`src/rtl/ped_pkg.sv`:
```
// rtl/ped_pkg.sv - shared types and constants for the pedestrian crossing controller
// Contents:
//   ped_state_t   crossing phase (DONT_WALK, WALK, CLEAR)
//   LIGHT_*       vehicle light codes {red,yellow,green}
//   TIMER_W       width of the phase timer and countdown display
//   lights_legal  true when the vehicle lights vector is exactly one-hot
package ped_pkg;

    typedef enum logic [1:0] {
        DONT_WALK = 2'b00,
        WALK      = 2'b01,
        CLEAR     = 2'b10
    } ped_state_t;

    localparam logic [2:0] LIGHT_RED    = 3'b100;
    localparam logic [2:0] LIGHT_YELLOW = 3'b010;
    localparam logic [2:0] LIGHT_GREEN  = 3'b001;

    localparam int TIMER_W = 4;

    function automatic logic lights_legal(input logic [2:0] l);
        return (l == LIGHT_RED) || (l == LIGHT_YELLOW) || (l == LIGHT_GREEN);
    endfunction

endpackage

```
`src/rtl/ped_crossing_ctrl_if.sv`:
```
// rtl/ped_crossing_ctrl_if.sv - signal bundle between the crossing controller and its environment
// Signals:
//   tick        timing-enable pulse, one clock wide
//   lights      vehicle lights {red,yellow,green}
//   ped_btn     raw asynchronous push-button, active-high
//   walk        WALK lamp
//   dont_walk   DONT WALK lamp (steady or flashing)
//   countdown   remaining CLEAR ticks, 0 outside CLEAR
//   req_pending latched, not-yet-served request
//   fault       sticky illegal-lights indicator
//   chirp       audible cue pulse
// Modports: master drives the inputs of the controller, slave is the controller.
interface ped_crossing_ctrl_if;
    import ped_pkg::*;

    logic               tick;
    logic [2:0]         lights;
    logic               ped_btn;
    logic               walk;
    logic               dont_walk;
    logic [TIMER_W-1:0] countdown;
    logic               req_pending;
    logic               fault;
    logic               chirp;

    modport master (
        output tick, lights, ped_btn,
        input  walk, dont_walk, countdown, req_pending, fault, chirp
    );

    modport slave (
        input  tick, lights, ped_btn,
        output walk, dont_walk, countdown, req_pending, fault, chirp
    );

endinterface

```
`src/rtl/ped_btn_debounce.sv`:
```
// rtl/ped_btn_debounce.sv - push-button synchroniser and debouncer with a rise pulse
// Ports:
//   clk      in   system clock
//   rst      in   asynchronous active-high reset
//   btn_raw  in   raw asynchronous button level
//   rise     out  one-clock pulse when the debounced level goes 0->1
// The debounced level follows the synchronised level only after it has
// differed for DEBOUNCE_CYCLES consecutive clocks.
module ped_btn_debounce #(
    parameter int DEBOUNCE_CYCLES = 4
) (
    input  logic clk,
    input  logic rst,
    input  logic btn_raw,
    output logic rise
);

    localparam logic [3:0] CNT_LAST = 4'(DEBOUNCE_CYCLES - 1);

    logic       sync1;
    logic       sync2;
    logic       stable;
    logic [3:0] cnt;

    always_ff @(posedge clk or posedge rst) begin
        if (rst) begin
            sync1  <= 1'b0;
            sync2  <= 1'b0;
            stable <= 1'b0;
            cnt    <= '0;
            rise   <= 1'b0;
        end else begin
            sync1 <= btn_raw;
            sync2 <= sync1;
            rise  <= 1'b0;
            if (sync2 == stable) begin
                cnt <= '0;
            end else if (cnt == CNT_LAST) begin
                cnt    <= '0;
                stable <= sync2;
                rise   <= sync2;
            end else begin
                cnt <= cnt + 4'd1;
            end
        end
    end

endmodule

```
`src/rtl/ped_crossing_ctrl.sv`:
```
// rtl/ped_crossing_ctrl.sv - pedestrian crossing controller slaved to vehicle light phases
// Ports:
//   clk   in  system clock
//   rst   in  asynchronous active-high reset
//   bus   ped_crossing_ctrl_if.slave: tick, lights, ped_btn in;
//         walk, dont_walk, countdown, req_pending, fault, chirp out
// Build option: define PED_ACCESSIBLE_EN to enable the audible chirp cue;
// otherwise chirp is tied low.
module ped_crossing_ctrl #(
    parameter int DEBOUNCE_CYCLES = 4,
    parameter int WALK_TICKS      = 4,
    parameter int CLEAR_TICKS     = 5
) (
    input  logic                 clk,
    input  logic                 rst,
    ped_crossing_ctrl_if.slave   bus
);
    import ped_pkg::*;

    if (DEBOUNCE_CYCLES < 1 || DEBOUNCE_CYCLES > 15 ||
        WALK_TICKS < 1 || WALK_TICKS > 15 ||
        CLEAR_TICKS < 1 || CLEAR_TICKS > 15) begin : g_bad_param
        $error("ped_crossing_ctrl: parameters must be in 1..15");
    end

    localparam logic [TIMER_W-1:0] WALK_INIT  = TIMER_W'(WALK_TICKS);
    localparam logic [TIMER_W-1:0] CLEAR_INIT = TIMER_W'(CLEAR_TICKS);
    localparam logic [TIMER_W-1:0] TIMER_ONE  = TIMER_W'(1);

    logic btn_rise;

    ped_btn_debounce #(
        .DEBOUNCE_CYCLES(DEBOUNCE_CYCLES)
    ) u_debounce (
        .clk     (clk),
        .rst     (rst),
        .btn_raw (bus.ped_btn),
        .rise    (btn_rise)
    );

    logic is_red;
    logic red_edge;
    logic illegal;

    ped_state_t         state;
    logic [TIMER_W-1:0] timer;
    logic               flash_phase;
    logic               prev_red;
    logic               walk_q;
    logic               dont_walk_q;
    logic [TIMER_W-1:0] countdown_q;
    logic               req_q;
    logic               fault_q;
`ifdef PED_ACCESSIBLE_EN
    logic               chirp_q;
`endif

    assign is_red   = (bus.lights == LIGHT_RED);
    assign red_edge = is_red & ~prev_red;
    assign illegal  = ~lights_legal(bus.lights);

    // prev_red resets to 1 so lights already red at reset release do not
    // look like a fresh red entry.
    always_ff @(posedge clk or posedge rst) begin
        if (rst) begin
            state       <= DONT_WALK;
            timer       <= '0;
            flash_phase <= 1'b0;
            prev_red    <= 1'b1;
            walk_q      <= 1'b0;
            dont_walk_q <= 1'b1;
            countdown_q <= '0;
            req_q       <= 1'b0;
            fault_q     <= 1'b0;
`ifdef PED_ACCESSIBLE_EN
            chirp_q     <= 1'b0;
`endif
        end else begin
            prev_red <= is_red;
`ifdef PED_ACCESSIBLE_EN
            chirp_q  <= 1'b0;
`endif
            if (illegal || fault_q) begin
                // Sticky fault: hold steady DONT WALK and never grant again;
                // requests still latch so the display reflects the press.
                fault_q     <= 1'b1;
                state       <= DONT_WALK;
                timer       <= '0;
                flash_phase <= 1'b0;
                walk_q      <= 1'b0;
                dont_walk_q <= 1'b1;
                countdown_q <= '0;
                if (btn_rise) req_q <= 1'b1;
            end else begin
                case (state)
                    DONT_WALK: begin
                        walk_q      <= 1'b0;
                        dont_walk_q <= 1'b1;
                        countdown_q <= '0;
                        // A press arriving with the grant is served by it.
                        if (red_edge && req_q) begin
                            state       <= WALK;
                            timer       <= WALK_INIT;
                            req_q       <= 1'b0;
                            walk_q      <= 1'b1;
                            dont_walk_q <= 1'b0;
                        end else if (btn_rise) begin
                            req_q <= 1'b1;
                        end
                    end

                    WALK: begin
                        // Presses during WALK are intentionally dropped.
                        if (!is_red) begin
                            state       <= DONT_WALK;
                            walk_q      <= 1'b0;
                            dont_walk_q <= 1'b1;
                            countdown_q <= '0;
                        end else if (bus.tick) begin
`ifdef PED_ACCESSIBLE_EN
                            chirp_q <= 1'b1;
`endif
                            if (timer == TIMER_ONE) begin
                                state       <= CLEAR;
                                timer       <= CLEAR_INIT;
                                countdown_q <= CLEAR_INIT;
                                flash_phase <= 1'b1;
                                walk_q      <= 1'b0;
                                dont_walk_q <= 1'b1;
                            end else begin
                                timer <= timer - TIMER_ONE;
                            end
                        end
                    end

                    CLEAR: begin
                        if (btn_rise) req_q <= 1'b1;
                        if (!is_red) begin
                            state       <= DONT_WALK;
                            flash_phase <= 1'b0;
                            walk_q      <= 1'b0;
                            dont_walk_q <= 1'b1;
                            countdown_q <= '0;
                        end else if (bus.tick) begin
`ifdef PED_ACCESSIBLE_EN
                            chirp_q <= flash_phase;
`endif
                            if (timer == TIMER_ONE) begin
                                state       <= DONT_WALK;
                                flash_phase <= 1'b0;
                                dont_walk_q <= 1'b1;
                                countdown_q <= '0;
                            end else begin
                                timer       <= timer - TIMER_ONE;
                                countdown_q <= timer - TIMER_ONE;
                                flash_phase <= ~flash_phase;
                                dont_walk_q <= ~flash_phase;
                            end
                        end
                    end

                    default: begin
                        state       <= DONT_WALK;
                        walk_q      <= 1'b0;
                        dont_walk_q <= 1'b1;
                        countdown_q <= '0;
                    end
                endcase
            end
        end
    end

    assign bus.walk        = walk_q;
    assign bus.dont_walk   = dont_walk_q;
    assign bus.countdown   = countdown_q;
    assign bus.req_pending = req_q;
    assign bus.fault       = fault_q;
`ifdef PED_ACCESSIBLE_EN
    assign bus.chirp       = chirp_q;
`else
    assign bus.chirp       = 1'b0;
`endif

endmodule

```
`src/flat_wrapper.sv`:
```
// flat-port wrapper written by rule: the top's interface ports become plain ports
module ped_crossing_ctrl_flat import ped_pkg::*;
#(
    parameter int DEBOUNCE_CYCLES = 4,
    parameter int WALK_TICKS      = 4,
    parameter int CLEAR_TICKS     = 5
)
  (clk, rst, bus_tick, bus_lights, bus_ped_btn, bus_walk, bus_dont_walk, bus_countdown, bus_req_pending, bus_fault, bus_chirp);
  ped_crossing_ctrl_if bus_i ();
  input  logic clk;
  input  logic rst;
  input wire logic [$bits(bus_i.tick)-1:0] bus_tick;
  input wire logic [$bits(bus_i.lights)-1:0] bus_lights;
  input wire logic [$bits(bus_i.ped_btn)-1:0] bus_ped_btn;
  output wire logic [$bits(bus_i.walk)-1:0] bus_walk;
  output wire logic [$bits(bus_i.dont_walk)-1:0] bus_dont_walk;
  output wire logic [$bits(bus_i.countdown)-1:0] bus_countdown;
  output wire logic [$bits(bus_i.req_pending)-1:0] bus_req_pending;
  output wire logic [$bits(bus_i.fault)-1:0] bus_fault;
  output wire logic [$bits(bus_i.chirp)-1:0] bus_chirp;
  assign bus_i.tick = bus_tick;
  assign bus_i.lights = bus_lights;
  assign bus_i.ped_btn = bus_ped_btn;
  assign bus_walk = bus_i.walk;
  assign bus_dont_walk = bus_i.dont_walk;
  assign bus_countdown = bus_i.countdown;
  assign bus_req_pending = bus_i.req_pending;
  assign bus_fault = bus_i.fault;
  assign bus_chirp = bus_i.chirp;
  ped_crossing_ctrl #(.DEBOUNCE_CYCLES(DEBOUNCE_CYCLES), .WALK_TICKS(WALK_TICKS), .CLEAR_TICKS(CLEAR_TICKS)) u_core (.clk(clk), .rst(rst), .bus(bus_i));
endmodule
```
`config.mk`:
```
export PLATFORM = sky130hd
export DESIGN_NAME = ped_crossing_ctrl_flat
export DESIGN_NICKNAME = d
export VERILOG_FILES = /design/src/rtl/ped_pkg.sv /design/src/rtl/ped_crossing_ctrl_if.sv /design/src/rtl/ped_btn_debounce.sv /design/src/rtl/ped_crossing_ctrl.sv /design/src/flat_wrapper.sv
export SDC_FILE = /design/constraint.sdc
export NUM_CORES = 1
export LEC_CHECK = 0
export ABC_AREA = 1
export CAP_MARGIN = 20
export CORE_MARGIN = 2
export CORE_UTILIZATION = 31
export CTS_CLUSTER_SIZE = 24
export DETAILED_ROUTE_END_ITERATION = 16
export GPL_TIMING_DRIVEN = 0
export PLACE_DENSITY = 0.49
export SYNTH_ARGS = -nofsm -noshare
export SYNTH_HDL_FRONTEND = slang
export SYNTH_SLANG_ARGS = --single-unit
```
`constraint.sdc`:
```
create_clock -name clk -period 1.5 [get_ports clk]
set_clock_uncertainty 0.05 [all_clocks]
set_input_delay 0.45 -clock clk [delete_from_list [all_inputs] [get_ports clk]]
set_output_delay 0.45 -clock clk [all_outputs]
set_load 0.05 [all_outputs]
```
==> qor.yml, run 1 <==
status: "finished, violations left"
violations: "setup timing"
diodes: 0
die_width_um: 73.8
pre_cts_slack_ns: -0.560
root_buffer: "clkbuf_8"
async_reset_ff_share_pct: 100
drv_slew: 0
drt_iter0_markers: 38
start_util_pct: 32.0
syn_nets: 199
gp_congestion: 0.783
ys_ff_latch: 24
vdd_ir_drop_max_v: 0.000458
p_leak_nw: 1.03
totalWireLength_um: 3490
nets: 238
cts_buffers: 3
critical_path.max_fanout: 6
maxCapViolations: 0
layout_min_cycle_time_ns: 1.51
chipHeight_um: 73.8
hpwlAfterDp_um: 2330
syn2layout_area_growth_pct: 44.1
cts_tree: "built"
cp.required_ns: 1.66
synth_edf_count: 0
firstDrtPassIters: 4
cp-start-kind: "register"
grt_max_degree: 25
drive_gt1_share_pct: 41.7
synthTopCellsByArea: "dfrtp_1 36%, nand2_1 11%, ha_1 5.8%"
dieArea_um2: 5450
max_freq_mhz: 664
clk_pin_slew_ns: 0.09
finalCoreUtilization_pct: 46.1
synth_ff_type: "dfrtp_1"
worst_slew_pin_slew_ns: 0.503
core_area_um2: 4720
yosys_warnings: 0
ys_types: 33
cts.sinks: 24
layout_setup_ws_ns: -0.00708
io_pins: 16
grt.total_usage_pct: 14.0
ctsLongestPathBuffers: 2
end_kind: "register"
r2r_setup_slack_ns: -0.007
ff_latch_area_um2: 604
clk-insertion-delay-late_ns: 0.27
fillers: 469
path_class: "register to register"
multiInputGateArea_um2: 975
crit_arrival_ns: 1.67
viasPerCell: 4.38
hold_viol: 0
synth_area_um2: 1510
ys_seq_area_share_pct: 39.9
hold_path_class: "register to register"
avgRoutedWirePerCell_um: 12.0
yosys-top-cells-count: "44 x nand2_1, 23 x inv_1, 22 x dfrtp_1"
rsz0062_at_grt: "yes"
drc: 0
yosysMostFrequentCell: "nand2_1"
avgSynthCellArea_um2: 8.17
grt_pass1_vias: 1216
fin_crit_sh_pct: 100
grt_overflow: 0
htreeDepth: 1
setup_viol: 2
port_buffers: 14
tns_ns: -0.00947
antenna_found_initial: 0
synth_cells: 185
netlist.top_cell.by_area: "dfrtp_1"
antenna_left: 0
synth.top_cell.area_share_pct: 36.4
maxSlewHeadroom_pct: 66.4
vias: 1270
p_per_area_nw_per_um2: 684
std_cell_rows: 25
grt_pass1_wl_um: 5810
[what timing repair did]
item	in CTS	in global routing
pin swaps	10	17
buffers inserted	7	12
hold endpoints to repair	0	0
cloned	1	0
gates resized for setup	73	40
hold buffers	0	0
endpoints found under the setup margin	22	18
[where the power goes]
part           switching (mW)  internal [mW]  total, mW
combinational           0.105         0.0724      0.177
clock                   0.225          0.357      0.582
sequential             0.0347          0.697      0.731
total                   0.364           1.13       1.49
[per-stage QoR]
stage / std cells / total power [mW] / hold slack (ns) / cell area, µm²
CTS: 278 / 1.51 / 0.311 / 1980
detailed placement: 266 / 0.917 / 0.288 / 1740
floorplan: 185 / 0.864 / 0.281 / 1510
finish: 290 / 1.49 / 0.304 / 2180
global route: 290 / 1.58 / 0.324 / 2180
global placement: 266 / 0.916 / 0.284 / 1740
[flip-flops by register name, indices dropped and copies added, names as in the netlist, 2 cells and up]
| name | cells |
|---|---|
| u_core.timer | 4 |
| u_core.state | 2 |
| u_core.bus.countdown | 4 |
| u_core.u_debounce.cnt | 4 |
[cell type report]
cell class | count | area share, %
Buffer | 2 | 1.26
Clock buffer | 3 | 1.90
Clock inverter | 1 | 1.38
Inverter | 25 | 4.65
Multi-Input combinational cell | 133 | 44.7
Sequential cell | 24 | 27.7
Tap cell | 67 | 3.85
Timing Repair Buffer | 35 | 14.5
[critical path, stage by stage (launching register included)]
cell	delay [ns]
dfrtp_1	0.43
inv_2	0.15
ha_4	0.22
nand2_4	0.07
a21oi_4	0.20
nor2_4	0.09
buf_6	0.13
o21ai_4	0.05
nand2_1	0.06
[cell usage in the layout, fill, tap and decap left out, types with 2 or more instances in the layout]
cell type,n
a21oi_1,2
nand3_1,13
nor2_4,9
inv_2,5
o21ai_2,3
buf_2,7
inv_1,18
nand2_1,40
o21ai_1,7
nand2_2,3
dfrtp_1,21
nand2_4,8
buf_8,2
clkbuf_8,3
nand3_2,4
nor2_2,4
buf_4,16
buf_6,3
nor2_1,10
ha_4,5
buf_12,2
xor2_1,2
dfstp_2,2
clkdlybuf4s50_1,2
clkdlybuf4s15_2,2
o21ai_0,6
[cell families (layout without fill, tap and decap cells)]
| logic type | Yosys count | after routing | share of synthesized area, % |
|---|---|---|---|
| simple gates | 97 | 97 | 34.6 |
| buf+inv | 28 | 66 | 8.69 |
| compound gates | 25 | 25 | 9.02 |
| flops | 24 | 24 | 39.9 |
| fa+ha+maj | 7 | 7 | 5.79 |
| xor+xnor | 3 | 3 | 1.74 |
| other cells | 1 | 1 | 0.248 |
[per-layer routing]
metal / wire [µm] / vias up / global-route usage, %
li1: - / 659 / -
met1: 1610 / 586 / 18.5
met2: 1730 / 20 / 22.7
met3: 112 / 5 / 2.88
met4: 42 / 0 / 4.65
met5: 0 / - / 0
[worst paths after layout]
kind / from / endpoint / depth (start not counted)
max: u_core.state[1] / u_core.bus.dont_walk / 8
min: u_core.u_debounce.sync1 / u_core.u_debounce.sync2 / 0
max reg2reg: u_core.state[1] / u_core.bus.dont_walk / 8
min reg2reg: u_core.u_debounce.sync1 / u_core.u_debounce.sync2 / 0
max in group asynchronous: rst / u_core.prev_red / 3
min in group asynchronous: rst / u_core.bus.countdown[1] / 2
No activity file was read; power rests on OpenSTA's default activity.
==> run 2: changes to the inputs <==
- CELL_PAD_IN_SITES_DETAIL_PLACEMENT: unset -> 1
- CELL_PAD_IN_SITES_GLOBAL_PLACEMENT: unset -> 1
- PLACE_DENSITY: 0.49 -> 0.62
==> run 2 against run 1 <==
The run still ends with setup timing left. Maximum frequency fell by 2.2%. Sequential share of layout area rose by 0.50 points. Die area did not move. Hold slack improved by 0.0050 ns. Critical path depth rose by 1. Routed wire length rose by 25%. Global-route usage rose by 4.3 points. Sequential power barely moved. Clock power rose by 0.9%. Combinational power barely moved. Utilization fell by 0.53 points. Non-clock buffer count fell by 2. Critical endpoint is now u_core.state[1].
==> qor.yml, run 2 (synthesized netlist as in run 1, its figures left out) <==
status: "finished, violations left"
violations: "setup timing"
ctsLongestPathBuffers: 2  # unchanged
rr_endpoint: "u_core.state[1]"
grt_max_degree: 25  # unchanged
syn2layout_area_growth_pct: 42.5
grt.total_usage_pct: 18.2  # +4.3 points
start_util_pct: 32.0  # unchanged
cts.sinks: 24  # unchanged
avgRoutedWirePerCell_um: 15.2  # +26%
layout_min_cycle_time_ns: 1.54  # +0.0346 ns
end_kind: "register"
final_cell_count_no_fill: 288  # -0.69%
nets: 236  # -0.84%
dieArea_um2: 5450  # unchanged
die_width_um: 73.8  # unchanged
power.switching_mw: 0.372  # +2.1%
p_leak_nw: 0.996  # -3.0%
gp_congestion: 0.847  # +8.1%
grt_overflow: 0  # unchanged
fin_crit_sh_pct: 103  # +2.3 points
path_cells: "inv_2 -> ha_4 -> buf_8 -> nand2_4 -> a21oi_4 -> nor2_4 -> nand3_4 -> nand2_1 -> o21ai_1"
setup_viol: 9  # +7
p_int_mw: 1.13  # about the same
slowest_stage: "dfrtp_1"
chipHeight_um: 73.8  # unchanged
viasPerCell: 4.68  # +6.9%
maxSlewHeadroom_pct: 63.7  # -2.7 points
htreeDepth: 1  # unchanged
critical_path.max_fanout: 5  # -1
core_area_um2: 4720  # unchanged
r2r_start: "u_core.state[0]"
port_buffers: 14  # unchanged
hpwlAfterDp_um: 2830  # +22%
rsz0062_at_grt: "yes"
hold_viol: 0  # unchanged
drv_slew: 0  # unchanged
std_cell_rows: 25  # unchanged
diodes: 0  # unchanged
totalWireLength_um: 4360  # +25%
max_freq_mhz: 649  # -2.2%
holdPathStages: 0  # unchanged
firstDrtPassIters: 4  # unchanged
grt_pass1_vias: 1502  # +24%
hold_path_class: "register to register"
crit_family: "flip-flops"
worst_slew_pin_slew_ns: 0.543  # +0.0402 ns
clockPowerShare_pct: 39.2  # +0.2 points
antenna_left: 0  # unchanged
vdd_ir_drop_max_v: 0.000422  # -7.8%
seqPwrFrac_pct: 48.9  # -0.2 points
cp.required_ns: 1.65  # about the same
crit_start: "u_core.state[0]"
root_buffer: "clkbuf_8"
path_buf_inv: 2  # unchanged
cts_buffers: 3  # unchanged
dp_cells: 266  # unchanged
r2r_cells: 9  # +1
hold-worst-slack_ns: 0.309  # +0.00504 ns
crit_arrival_ns: 1.69  # +0.02 ns
cpPeakStageDelay_ns: 0.41  # -0.02 ns
pwr-share-comb_pct: 11.9  # about the same
drc: 0  # unchanged
layout_setup_ws_ns: -0.0417  # -0.0346 ns
path_class: "register to register"
tns_ns: -0.149  # -0.140 ns
min_to: "u_core.u_debounce.sync2"
r2r_setup_slack_ns: -0.04  # -0.03 ns
layout_commonest_cell: "nand2_1"
cp-start-kind: "register"
grt_pass1_wl_um: 7350  # +26%
worstHoldStart: "u_core.u_debounce.sync1"
io_pins: 16  # unchanged
maxCapViolations: 0  # unchanged
switching_share_pct: 24.8  # +0.40 points
cts_tree: "built"
drt_iter0_markers: 35  # -7.9%
final_cell_mix: "40 x nand2_1, 18 x dfrtp_1, 15 x inv_1, 14 x buf_4, 12 x nand3_1"
drive_gt1_share_pct: 43.0  # +1.3 points
clk_pin_slew_ns: 0.09  # about the same
antenna_found_initial: 0  # unchanged
clk-insertion-delay-late_ns: 0.28  # about the same
vias: 1348  # +6.1%
p_per_area_nw_per_um2: 696  # +1.6%
[run 2: changes by cell type in the layout (fill, tap and decap cells not counted), sizes merged]
cell	change
inv	-1
buf	-1
clkinvlp	+1
clkbuf	-1
[run 2: power groups by stage]
stage,Sequential [mW],Combinational (mW),Clock (mW)
final,0.732,0.179,0.587
after global routing,0.741,0.209,0.631
after CTS,0.733,0.181,0.605
after detailed placement,0.746,0.175,0
after global placement,0.742,0.171,0
after floorplan,0.742,0.122,0
[run 2: metal layers]
metal | share of wire (%) | track usage [%] | vias up
li1 | - | - | 656
met1 | 44 | 22.8 | 672
met2 | 53 | 31.6 | 16
met3 | 1.9 | 1.65 | 4
met4 | 1.9 | 8.28 | 0
met5 | 0 | 0 | -
[run 2: worst reg2reg max path, cell delays in order, from the launching register on]
cell and delay (ns):
dfrtp_1 0.41, inv_2 0.13, ha_4 0.17, buf_8 0.14, nand2_4 0.07, a21oi_4 0.19
nor2_4 0.07, nand3_4 0.10, nand2_1 0.05, o21ai_1 0.09
[run 2: area by class of cell]
class                           instances  area (µm²)
Clock inverter                          1        30.0
Fill cell                             556        2570
Sequential cell                        24         608
Tap cell                               67        83.8
Buffer                                  3        42.5
Multi-Input combinational cell        133         953
Timing Repair Buffer                   32         287
Inverter                               25         108
Clock buffer                            3        41.3
[run 2: metrics by stage]
step           area, µm²  power, mW  setup slack (ns)  utilization, %
2_1_floorplan       1510      0.864           0.00487               -
3_3_place_gp        1740      0.913            -0.541            36.8
3_5_place_dp        1740      0.921            -0.594            36.8
4_1_cts             2040       1.52           0.00226            43.2
5_1_grt             2150       1.58            -0.103            45.6
6_report            2150       1.50           -0.0417            45.6
[run 2: what timing repair did]
item | CTS | global route
pin swaps | 8 | 9
endpoints found under the setup margin | 22 | 16
buffers inserted | 14 | 3
gates resized for setup | 94 | 27
hold buffers | 0 | 0
gates cloned | 1 | 0
[run 2: how the worst max path moves through the flow]
stage / to / slack [ns] / cells after the start
floorplan: u_core.bus.countdown[0] / 0.005 / 8
global route: u_core.state[1] / -0.10 / 9
CTS: u_core.timer[3] / 0.002 / 11
finish: u_core.state[1] / -0.04 / 9
global placement: u_core.bus.dont_walk / -0.54 / 10
detailed placement: u_core.timer[3] / -0.59 / 9
==> run 3: changes to the inputs <==
- CELL_PAD_IN_SITES_DETAIL_PLACEMENT: 1 -> unset
- CELL_PAD_IN_SITES_GLOBAL_PLACEMENT: 1 -> unset
- PLACE_DENSITY: 0.62 -> 0.49
==> results of run 3 <==
Same layout as run 1: the final DEF is identical, and so are final timing and power.
